## src/rtl/freq_meter_pkg.sv

```systemverilog
// Shared definitions for the frequency meter.
//   state_t          : measurement FSM states (S_CLEAR, S_GATE, S_LATCH)
//   BCD_ADD3_THRESH  : double-dabble digit threshold; digits at or above it get +3
//   gate_cnt_w()     : width of the gate counter for a given gate length
//   bcd_digits()     : decimal digits needed for a CNT_W-bit count, ceil(CNT_W*log10 2)
//   dd_adjust()      : one double-dabble digit correction
package freq_meter_pkg;

  typedef enum logic [1:0] {
    S_CLEAR = 2'd0,
    S_GATE  = 2'd1,
    S_LATCH = 2'd2
  } state_t;

  localparam int BCD_ADD3_THRESH = 5;

  function automatic int gate_cnt_w(input int gate_cycles);
    return (gate_cycles > 1) ? $clog2(gate_cycles) : 1;
  endfunction

  // 30103/100000 approximates log10(2); rounding up gives the digit count.
  function automatic int bcd_digits(input int cnt_w);
    return (cnt_w * 30103 + 99999) / 100000;
  endfunction

  function automatic logic [3:0] dd_adjust(input logic [3:0] d);
    return (d >= 4'(BCD_ADD3_THRESH)) ? d + 4'd3 : d;
  endfunction

endpackage

```

## src/rtl/sync_edge_det.sv

```systemverilog
// Synchronizer plus rising-edge detector for an asynchronous input.
// The input passes through SYNC_STAGES flops; O_EDGE is a registered
// one-cycle pulse, SYNC_STAGES+1 cycles after the input rises.
// Ports:
//   I_CLK  : clock, rising edge
//   rst    : synchronous active-high reset (clears every flop)
//   I_SIG  : asynchronous input
//   O_EDGE : one-cycle rising-edge pulse
module sync_edge_det #(
  parameter int SYNC_STAGES = 2
) (
  input  logic I_CLK,
  input  logic rst,
  input  logic I_SIG,
  output logic O_EDGE
);

  logic [SYNC_STAGES-1:0] sync_p0;
  logic                   prev_p1;

  always_ff @(posedge I_CLK) begin
    if (rst) begin
      sync_p0 <= '0;
      prev_p1 <= 1'b0;
      O_EDGE  <= 1'b0;
    end else begin
      // p0: synchronizer chain
      sync_p0 <= {sync_p0[SYNC_STAGES-2:0], I_SIG};
      // p1: previous synchronized level and edge pulse
      prev_p1 <= sync_p0[SYNC_STAGES-1];
      O_EDGE  <= sync_p0[SYNC_STAGES-1] & ~prev_p1;
    end
  end

endmodule

```

## src/rtl/freq_meter.sv

```systemverilog
// Frequency meter: counts rising edges of I_SIG over a gate of GATE_CYCLES
// I_CLK cycles. One measurement takes GATE_CYCLES+2 cycles (clear, gate,
// latch); edges in the clear/latch cycles are not counted.
// Ports:
//   I_CLK       : system clock, rising edge
//   rst         : synchronous active-high reset; aborts a gate in progress
//   I_SIG       : measured signal, asynchronous
//   O_FREQ      : edge count of the last completed gate (saturating)
//   O_VALID     : one-cycle strobe when O_FREQ/O_OVF update
//   O_OVF       : last gate's count saturated
//   O_BCD       : decimal form of O_FREQ (all 9s on overflow)   [FREQ_METER_BCD_EN]
//   O_BCD_VALID : one-cycle strobe, CNT_W+1 cycles after O_VALID [FREQ_METER_BCD_EN]
// Build option: define FREQ_METER_BCD_EN to add the sequential BCD converter.
module freq_meter
  import freq_meter_pkg::*;
#(
  parameter int GATE_CYCLES = 100000000,
  parameter int CNT_W       = 20,
  parameter int SYNC_STAGES = 2
) (
  input  logic             I_CLK,
  input  logic             rst,
  input  logic             I_SIG,
  output logic [CNT_W-1:0] O_FREQ,
  output logic             O_VALID,
  output logic             O_OVF
`ifdef FREQ_METER_BCD_EN
  ,
  output logic [4*bcd_digits(CNT_W)-1:0] O_BCD,
  output logic                           O_BCD_VALID
`endif
);

  localparam int            GW        = gate_cnt_w(GATE_CYCLES);
  localparam logic [GW-1:0] GATE_LAST = GW'(GATE_CYCLES - 1);

  state_t           state;
  state_t           next_state;
  logic             edge_p0;
  logic [GW-1:0]    gate_cnt;
  logic [CNT_W-1:0] edge_cnt;
  logic             sat;

  sync_edge_det #(
    .SYNC_STAGES(SYNC_STAGES)
  ) u_sync (
    .I_CLK (I_CLK),
    .rst   (rst),
    .I_SIG (I_SIG),
    .O_EDGE(edge_p0)
  );

  always_ff @(posedge I_CLK) begin
    if (rst) state <= S_CLEAR;
    else     state <= next_state;
  end

  always_comb begin
    next_state = state;
    case (state)
      S_CLEAR: next_state = S_GATE;
      S_GATE:  if (gate_cnt == GATE_LAST) next_state = S_LATCH;
      S_LATCH: next_state = S_CLEAR;
      default: next_state = S_CLEAR;
    endcase
  end

  always_ff @(posedge I_CLK) begin
    if (rst) begin
      gate_cnt <= '0;
      edge_cnt <= '0;
      sat      <= 1'b0;
      O_FREQ   <= '0;
      O_OVF    <= 1'b0;
      O_VALID  <= 1'b0;
    end else begin
      O_VALID <= 1'b0;
      case (state)
        S_CLEAR: begin
          gate_cnt <= '0;
          edge_cnt <= '0;
          sat      <= 1'b0;
        end
        S_GATE: begin
          gate_cnt <= gate_cnt + 1'b1;
          // Counter holds at all-ones; any further edge marks the gate saturated.
          if (edge_p0) begin
            if (&edge_cnt) sat      <= 1'b1;
            else           edge_cnt <= edge_cnt + 1'b1;
          end
        end
        S_LATCH: begin
          O_FREQ  <= edge_cnt;
          O_OVF   <= sat;
          O_VALID <= 1'b1;
        end
        default: ;
      endcase
    end
  end

`ifdef FREQ_METER_BCD_EN
  localparam int DIGITS = bcd_digits(CNT_W);
  localparam int BW     = 4 * DIGITS;
  localparam int LW     = $clog2(CNT_W + 1);

  logic [BW+CNT_W-1:0] dd_p0;
  logic [BW+CNT_W-1:0] dd_next;
  logic [LW-1:0]       dd_left;
  logic                dd_busy;

  // One double-dabble iteration: correct every BCD digit, then shift left.
  function automatic logic [BW+CNT_W-1:0] dd_step(input logic [BW+CNT_W-1:0] v);
    logic [BW+CNT_W-1:0] t;
    t = v;
    for (int d = 0; d < DIGITS; d++)
      t[CNT_W+4*d +: 4] = dd_adjust(t[CNT_W+4*d +: 4]);
    return {t[BW+CNT_W-2:0], 1'b0};
  endfunction

  assign dd_next = dd_step(dd_p0);

  always_ff @(posedge I_CLK) begin
    if (rst) begin
      dd_left     <= '0;
      dd_busy     <= 1'b0;
      O_BCD       <= '0;
      O_BCD_VALID <= 1'b0;
    end else begin
      O_BCD_VALID <= 1'b0;
      // A fresh strobe always reloads, restarting any conversion in flight.
      if (O_VALID) begin
        dd_left <= LW'(CNT_W);
        dd_busy <= 1'b1;
      end else if (dd_busy) begin
        dd_left <= dd_left - 1'b1;
        if (dd_left == LW'(1)) begin
          dd_busy     <= 1'b0;
          O_BCD       <= O_OVF ? {DIGITS{4'd9}} : dd_next[BW+CNT_W-1 -: BW];
          O_BCD_VALID <= 1'b1;
        end
      end
    end
  end

  // p0: conversion shift register (data path, no reset needed)
  always_ff @(posedge I_CLK) begin
    if (O_VALID)      dd_p0 <= {{BW{1'b0}}, O_FREQ};
    else if (dd_busy) dd_p0 <= dd_next;
  end
`endif

endmodule
```

## config.mk

```make
export PLATFORM = sky130hd
export DESIGN_NAME = freq_meter
export DESIGN_NICKNAME = d
export VERILOG_FILES = /design/src/rtl/freq_meter_pkg.sv /design/src/rtl/sync_edge_det.sv /design/src/rtl/freq_meter.sv
export SDC_FILE = /design/constraint.sdc
export NUM_CORES = 1
export LEC_CHECK = 0
export CELL_PAD_IN_SITES_DETAIL_PLACEMENT = 0
export CELL_PAD_IN_SITES_GLOBAL_PLACEMENT = 1
export CORE_ASPECT_RATIO = 0.7
export CORE_MARGIN = 3
export CORE_UTILIZATION = 47
export CTS_BUF_LIST = sky130_fd_sc_hd__clkbuf_16
export DETAILED_ROUTE_END_ITERATION = 8
export PLACE_DENSITY_LB_ADDON = 0.1
export SLEW_MARGIN = 5
export SYNTH_ARGS = -nofsm -noshare
export SYNTH_HDL_FRONTEND = slang
export SYNTH_SLANG_ARGS = --single-unit
```

## constraint.sdc

```tcl
create_clock -name I_CLK -period 4.2 [get_ports I_CLK]
set_input_delay 0.84 -clock I_CLK [delete_from_list [all_inputs] [get_ports I_CLK]]
set_output_delay 0.84 -clock I_CLK [all_outputs]
set_load 0.01 [all_outputs]
```

==> results.txt, run 1 <==
Result of the run -> finished, final reports clean
Routed Antenna Nets -> 0
Antenna diodes -> 0
TritonCTS clock tree -> done
Library cell used as clock root buffer -> sky130_fd_sc_hd__clkbuf_16
Number of nets in the layout -> 424
Slew of the pin with the lowest slew margin -> 933.4 ps
Cell type with the highest aggregate area in the netlist -> sky130_fd_sc_hd__dfxtp_1
Share of synthesized flip-flops with an asynchronous set or reset -> 0%
Pre-antenna DRT Iters -> 5
Top-level port count -> 25
Peak clock frequency supported by timing -> 416.1 MHz
Worst path cell trace -> clkdlybuf4s50_1, nor2_1, and2_1, o31ai_1, nor3_1, a22o_1
Startpoint type of the worst setup path -> primary input
LEAKAGE -> 1.365 nW
Peak supply drop -> 227.0 uV
Total power -> 1.678 mW
Arr. time, crit path -> 2670 ps
Synth area leaders -> sky130_fd_sc_hd__dfxtp_1 (46%), sky130_fd_sc_hd__nand2_1 (7.6%), sky130_fd_sc_hd__a21oi_1 (4.6%)
Worst-path fanout max -> 13
Number of enable flip-flop cells after synthesis -> 0
Post-synthesis to final-layout area growth -> 20.06%
Fraction of synthesized cell area taken by the top area cell type -> 45.51%
Syn Area/Cell -> 8.421 um2
Syn Nets -> 402
DPL Wire Length -> 5.175 mm
Number of core rows -> 25
RSZ-0062 raised after global routing -> false
Final number of max-transition violations -> 0
Largest net degree at the start of global routing -> 28
Detailed-route wire length -> 7.439 mm
Number of buffers inserted for hold repair after clock tree synthesis -> 0
Slowest cell on crit path -> sky130_fd_sc_hd__clkdlybuf4s50_1
Die outline area -> 0.008178 mm2
DR vias/cell -> 5.561
Critical path class -> primary input to flip-flop
Hold Vio Cnt, Final -> 0
Min Hold Slack -> 399.3 ps
Post_cts resized -> 0
Synthesized netlist cell count -> 397
Sinks on the clock net -> 76
Clock H-tree levels -> 3
# port buffers -> 24
First-pass GRT wire length -> 13.14 mm
Proportion of synthesized chip area in sequential cells -> 45.51%
Overall via count from detail_route -> 2875
Worst clock skew -> 3.974 ps
Number of register bits inferred by synthesis -> 76
Synth warn -> 0
Last weighted congestion value of the routability-driven placer -> 0.8269
Pwr per Cell Area -> 418.1 mW/mm2
Period Utilization, post-route -> 57.22%
Final design area excluding fillers -> 0.004014 mm2
Initial antenna violation count -> 0
Total negative slack for setup checks -> 0 ps
Proportion of layout cells with a drive suffix above 1 -> 7.565%
Final-report setup violation count -> 0
Post-layout minimum cycle time -> 2403 ps
Type of the tightest min-delay check -> flip-flop to flip-flop
Die span in x -> 106.8 um
Netlist area before placement -> 0.003343 mm2
CP bufs+invs -> 1
Largest buffer count on any clock path -> 2
Worst Setup End Kind -> flip-flop
Remaining routing DRC violations -> 0
Number of global-route vias before repair -> 2690
Cell type group with the largest total delay on the critical path -> simple AND/OR/NAND/NOR gates
Placeable core region -> 0.006819 mm2
Worst Path Required -> 4470 ps
Die outline height -> 76.57 um
# Max-Cap Violations -> 0
Number of unique standard cell types used by synthesis -> 50
Dpl cell area -> 0.003660 mm2
GRT Total Usage -> 20.11%
Wirelength per Cell -> 14.39 um
Clock-pin transition on the worst setup and hold timing paths -> 50 ps
Delay contributed by the slowest stage of the critical path -> 640 ps
Initial Utilization -> 49.03%
Total global routing overflow -> 0
Worst slew margin -> 37.77%
Number of buffers created by CTS -> 9
DRT iter0 DRCs -> 155
Latest clock arrival within the worst-skew pair -> 330 ps
Main flop type after synthesis -> sky130_fd_sc_hd__dfxtp_1
Non-filler cells, final -> 517
Number of buffers inserted to repair setup after CTS -> 0
Cell count after placement -> 502
-- synth_stat cells, drive strengths merged (9+ instances only) --
library cell and count:
xnor2 14, nor2b 9, nor3 12, xor2 9, nand3 18, dfxtp 76
and3 11, nor2 42, o21ai 11, nor4 13, clkbuf 10, nand2 68
a21oi 32
-- worst register-to-register path, stage by stage (launching register included) --
cell and delay [ps]:
sky130_fd_sc_hd__dfxtp_1 370, sky130_fd_sc_hd__ha_1 260, sky130_fd_sc_hd__nand3_2 130, sky130_fd_sc_hd__nor3_1 70, sky130_fd_sc_hd__buf_4 180, sky130_fd_sc_hd__a2111oi_0 520
sky130_fd_sc_hd__mux2_1 370, sky130_fd_sc_hd__a21oi_1 140
-- registers in the layout, summed over array words and instances, names as in the netlist --
register,count
edge_cnt,20
sat,1
u_sync.prev_p1,1
O_FREQ,20
state,2
u_sync.sync_p0,2
gate_cnt,27
u_sync.O_EDGE,1
O_OVF,1
O_VALID,1
-- layer usage --
metal | GRT usage (%) | vias up | part of all wire (%)
li1 | - | 1446 | -
met1 | 30.10 | 1345 | 53
met2 | 27.89 | 80 | 40
met3 | 5.334 | 4 | 6.7
met4 | 6.386 | 0 | 0.56
met5 | 0 | - | 0
-- cells in the final DEF, fill, tap and decap left out, types with 9 or more instances in the layout --
cell	Yosys	final
sky130_fd_sc_hd__nor2_1	41	41
sky130_fd_sc_hd__dfxtp_1	76	76
sky130_fd_sc_hd__clkdlybuf4s50_1	0	24
sky130_fd_sc_hd__and3_1	11	11
sky130_fd_sc_hd__nand3_1	17	17
sky130_fd_sc_hd__nor3_1	10	10
sky130_fd_sc_hd__nor2b_1	9	9
sky130_fd_sc_hd__o21ai_0	9	9
sky130_fd_sc_hd__xor2_1	9	9
sky130_fd_sc_hd__a21oi_1	31	31
sky130_fd_sc_hd__nand2_1	68	68
sky130_fd_sc_hd__clkbuf_16	0	9
sky130_fd_sc_hd__xnor2_1	14	14
-- through the flow --
step	utilization, %	worst slack, ps
finish	58.86	1797
global route	58.86	1535
CTS	58.86	1819
detailed placement	53.67	1483
global placement	53.67	1549
floorplan	-	2347
-- path summary, 6_finish.rpt --
path	start	to	slack, ps	cells after the start
setup reg to reg	edge_cnt[0]$_SDFFE_PP0P_	edge_cnt[17]$_SDFFE_PP0P_	2070	7
setup / recovery	rst	edge_cnt[12]$_SDFFE_PP0P_	1800	6
hold / removal	u_sync.prev_p1$_SDFF_PP0_	u_sync.O_EDGE$_SDFF_PP0_	400	1
hold reg to reg	u_sync.prev_p1$_SDFF_PP0_	u_sync.O_EDGE$_SDFF_PP0_	400	1
-- final cells by class --
class                   count  area [um2]
fillers                   644        2805
inverters                   2       7.507
clock inverters             6       128.9
multi-input cells         302        1743
clock buffers               9       225.2
flip-flops and latches     76        1521
repair buffers             28       270.3
well taps                  94       117.6
-- cell families after synthesis --
logic type	after synthesis	share of synthesized area, %
AND/OR/NAND/NOR	208	32.48
adder cells (fa/ha/maj)	2	0.7484
AO/OA/AOI/OAI	68	12.54
XOR/XNOR	23	6.026
multiplexers	1	0.3368
flip-flops	76	45.51
buffers and inverters	19	2.358
-- power by group --
part	switching (mW)	internal, mW
clock	0.279	0.633
sequential	0.00417	0.725
combinational	0.0258	0.0106
total	0.309	1.37
No activity file was read; power rests on OpenSTA's default activity.
==> inputs of run 2 (changes only) <==
--- a/config.mk
+++ b/config.mk
@@ -9,7 +9,7 @@
 export CELL_PAD_IN_SITES_GLOBAL_PLACEMENT = 1
 export CORE_ASPECT_RATIO = 0.7
 export CORE_MARGIN = 3
-export CORE_UTILIZATION = 47
+export CORE_UTILIZATION = 44
 export CTS_BUF_LIST = sky130_fd_sc_hd__clkbuf_16
 export DETAILED_ROUTE_END_ITERATION = 8
 export PLACE_DENSITY_LB_ADDON = 0.1
==> constraint.sdc (replaced) <==
create_clock -name I_CLK -period 2.3 [get_ports I_CLK]
set_input_delay 0.46 -clock I_CLK [delete_from_list [all_inputs] [get_ports I_CLK]]
set_output_delay 0.46 -clock I_CLK [all_outputs]
set_load 0.01 [all_outputs]
==> run 2 against run 1 <==
Compared with the run above:
- sequential share of layout area up 0.50 points
- final area down 1.3%
- combinational power up 100%
- count of clock-buffer cells in the layout unchanged
- register-to-register slack worse by 1800 ps
- total power up 56%
- via count about the same
- critical path depth unchanged
- core utilization down 2.8 points
- non-clock buffer count up 7
- worst setup slack worse by 1600 ps
- die area up 6.4%
- largest power group is now registers
- highest routed layer unchanged
==> results.txt, run 2 (synthesis gave the netlist of run 1 again) <==
Clock H-tree levels -> 3 (unchanged)
Sinks on the clock net -> 76 (unchanged)
Last weighted congestion value of the routability-driven placer -> 0.8943 (+8.2%)
Number of buffers inserted for hold repair after clock tree synthesis -> 0 (unchanged)
Initial antenna violation count -> 0 (unchanged)
Die outline height -> 78.93 um (+3.1%)
Largest buffer count on any clock path -> 2 (unchanged)
First-pass GRT wire length -> 13.43 mm (+2.2%)
Period Utilization, post-route -> 89.64%
DR vias/cell -> 5.483 (-1.4%)
Largest net degree at the start of global routing -> 27 (-3.6%)
Worst slew margin -> 56.95% (+19 points)
# Max-Cap Violations -> 0 (unchanged)
Remaining routing DRC violations -> 0 (unchanged)
Peak clock frequency supported by timing -> 485.0 MHz
Biggest registers after layout -> gate_cnt: 27 flops, O_FREQ: 20 flops, edge_cnt: 20 flops
Detailed-route wire length -> 7.834 mm (+5.3%)
Area of the multi-input gates -> 0.001743 mm2 (unchanged)
Worst Path Required -> 2520 ps (-1950 ps)
Final number of max-transition violations -> 0 (unchanged)
Die span in x -> 110.2 um (+3.2%)
Startpoint type of the worst setup path -> flip-flop
Top-level port count -> 25 (unchanged)
Post-synthesis to final-layout area growth -> 18.49%
TritonCTS clock tree -> done
Fraction of the core area covered by cells at the end of the flow -> 56.04% (-2.8 points)
Antenna diodes -> 0 (unchanged)
Placeable core region -> 0.007069 mm2 (+3.7%)
Result of the run -> finished, final reports clean
Leading cell types in the layout, fill and taps excluded -> sky130_fd_sc_hd__dfxtp_1 (76), sky130_fd_sc_hd__nand2_1 (68), sky130_fd_sc_hd__nor2_1 (41), sky130_fd_sc_hd__a21oi_1 (31), sky130_fd_sc_hd__clkdlybuf4s50_1 (24)
Total negative slack for setup checks -> 0 ps (unchanged)
Min Hold Slack -> 377.6 ps (-21.66 ps)
Latest clock arrival within the worst-skew pair -> 340 ps (about the same)
Proportion of layout cells with a drive suffix above 1 -> 8.140% (+0.57 points)
Non-filler cells, final -> 524 (+1.4%)
Cell count after placement -> 509 (+1.4%)
Final-report setup violation count -> 0 (unchanged)
GRT Total Usage -> 20.03% (-0.080 points)
Library cell used as clock root buffer -> sky130_fd_sc_hd__clkbuf_16
Number of buffers created by CTS -> 9 (unchanged)
Slew of the pin with the lowest slew margin -> 642.7 ps (-290.7 ps)
Routed Antenna Nets -> 0 (unchanged)
Worst Setup End Kind -> flip-flop
Worst-path fanout max -> 7 (-6)
# port buffers -> 24 (unchanged)
Initial Utilization -> 47.29% (-1.7 points)
Number of global-route vias before repair -> 2661 (-1.1%)
Pre-antenna DRT Iters -> 4 (-1)
LEAKAGE -> 1.350 nW (-1.1%)
Pwr per Cell Area -> 660.4 mW/mm2 (+58%)
Peak supply drop -> 482.7 uV (+110%)
Clock-pin transition on the worst setup and hold timing paths -> 60 ps (about the same)
Total global routing overflow -> 0 (unchanged)
Number of core rows -> 25 (unchanged)
Post_cts resized -> 0 (unchanged)
Number of buffers inserted to repair setup after CTS -> 0 (unchanged)
Depth of the most critical reg-to-reg path -> 6 (-1)
Overall via count from detail_route -> 2873 (-0.070%)
Arr. time, crit path -> 2280 ps (-390 ps)
Number of flip-flops under the largest register name -> 27 (unchanged)
Hold Vio Cnt, Final -> 0 (unchanged)
Wirelength per Cell -> 14.95 um (+3.9%)
Total power -> 2.616 mW (+56%)
Die outline area -> 0.008697 mm2 (+6.4%)
DRT iter0 DRCs -> 210 (+35%)
Sequential Area -> 0.001521 mm2 (unchanged)
Cells on Worst Hold Path -> 1 (unchanged)
Critical path class -> flip-flop to flip-flop
Type of the tightest min-delay check -> flip-flop to flip-flop
Worst clock skew -> 6.314 ps (+2.341 ps)
Top reg by flops -> gate_cnt
Number of fillers in the final layout -> 692 (+7.5%)
RSZ-0062 raised after global routing -> false
Post-layout minimum cycle time -> 2062 ps
Number of nets in the layout -> 431 (+1.7%)
DPL Wire Length -> 5.426 mm (+4.9%)
Most frequent standard cell in the layout excluding fill and tap cells -> sky130_fd_sc_hd__dfxtp_1
-- run 2: cell count changes in the layout (fill, tap and decap cells not counted) --
cell	delta
sky130_fd_sc_hd__buf_4	+7
sky130_fd_sc_hd__bufinv_16	-4
sky130_fd_sc_hd__clkinv_1	+4
-- run 2: path summary, 6_finish.rpt --
kind / from / to / slack (ps)
min reg2reg: u_sync.prev_p1$_SDFF_PP0_ / u_sync.O_EDGE$_SDFF_PP0_ / 380
max reg2reg: edge_cnt[1]$_SDFFE_PP0P_ / edge_cnt[16]$_SDFFE_PP0P_ / 240
max: edge_cnt[1]$_SDFFE_PP0P_ / edge_cnt[16]$_SDFFE_PP0P_ / 240
min: u_sync.prev_p1$_SDFF_PP0_ / u_sync.O_EDGE$_SDFF_PP0_ / 380
-- run 2: worst max-delay path: stages (launching register included) --
cell and delay, ps:
sky130_fd_sc_hd__dfxtp_1 410, sky130_fd_sc_hd__ha_1 230, sky130_fd_sc_hd__nand3_2 150, sky130_fd_sc_hd__or2_1 300, sky130_fd_sc_hd__or3_1 390, sky130_fd_sc_hd__and3_1 200, sky130_fd_sc_hd__a211o_1 260
-- run 2: final cells by class --
cell class                 instances  area share [%]
sequential                        76           38.41
inverter                           2          0.1895
multi-input combinational        302           44.00
tap                               94           2.969
timing repair buffer              35           8.149
clock buffer                       9           5.685
clock inverter                     6          0.6001
-- run 2: per-stage QoR --
stage	worst slack [ps]	area, um2
finish	238.3	3961
global placement	265.6	3712
global route	31.33	3961
CTS	255.4	3961
detailed placement	166.6	3712
floorplan	447.2	3343
-- run 2: per-layer routing --
metal  share of wire [%]  vias to the layer above  global-route usage [%]  wire length [um]
li1                    -                     1463                       -                 -
met1                  56                     1321                   31.47              4378
met2                  36                       77                   25.00              2855
met3                 6.0                       12                   5.361               473
met4                 1.6                        0                   7.995               126
met5                   0                        -                       0                 0
-- run 2: report_power, final --
group	switching [mW]	leakage (nW)	internal, mW	total, mW
Clock	0.510	0.126	0.702	1.21
Combinational	0.0502	0.610	0.0226	0.0727
Sequential	0.00773	0.613	1.32	1.33
Total	0.568	1.35	2.05	2.62
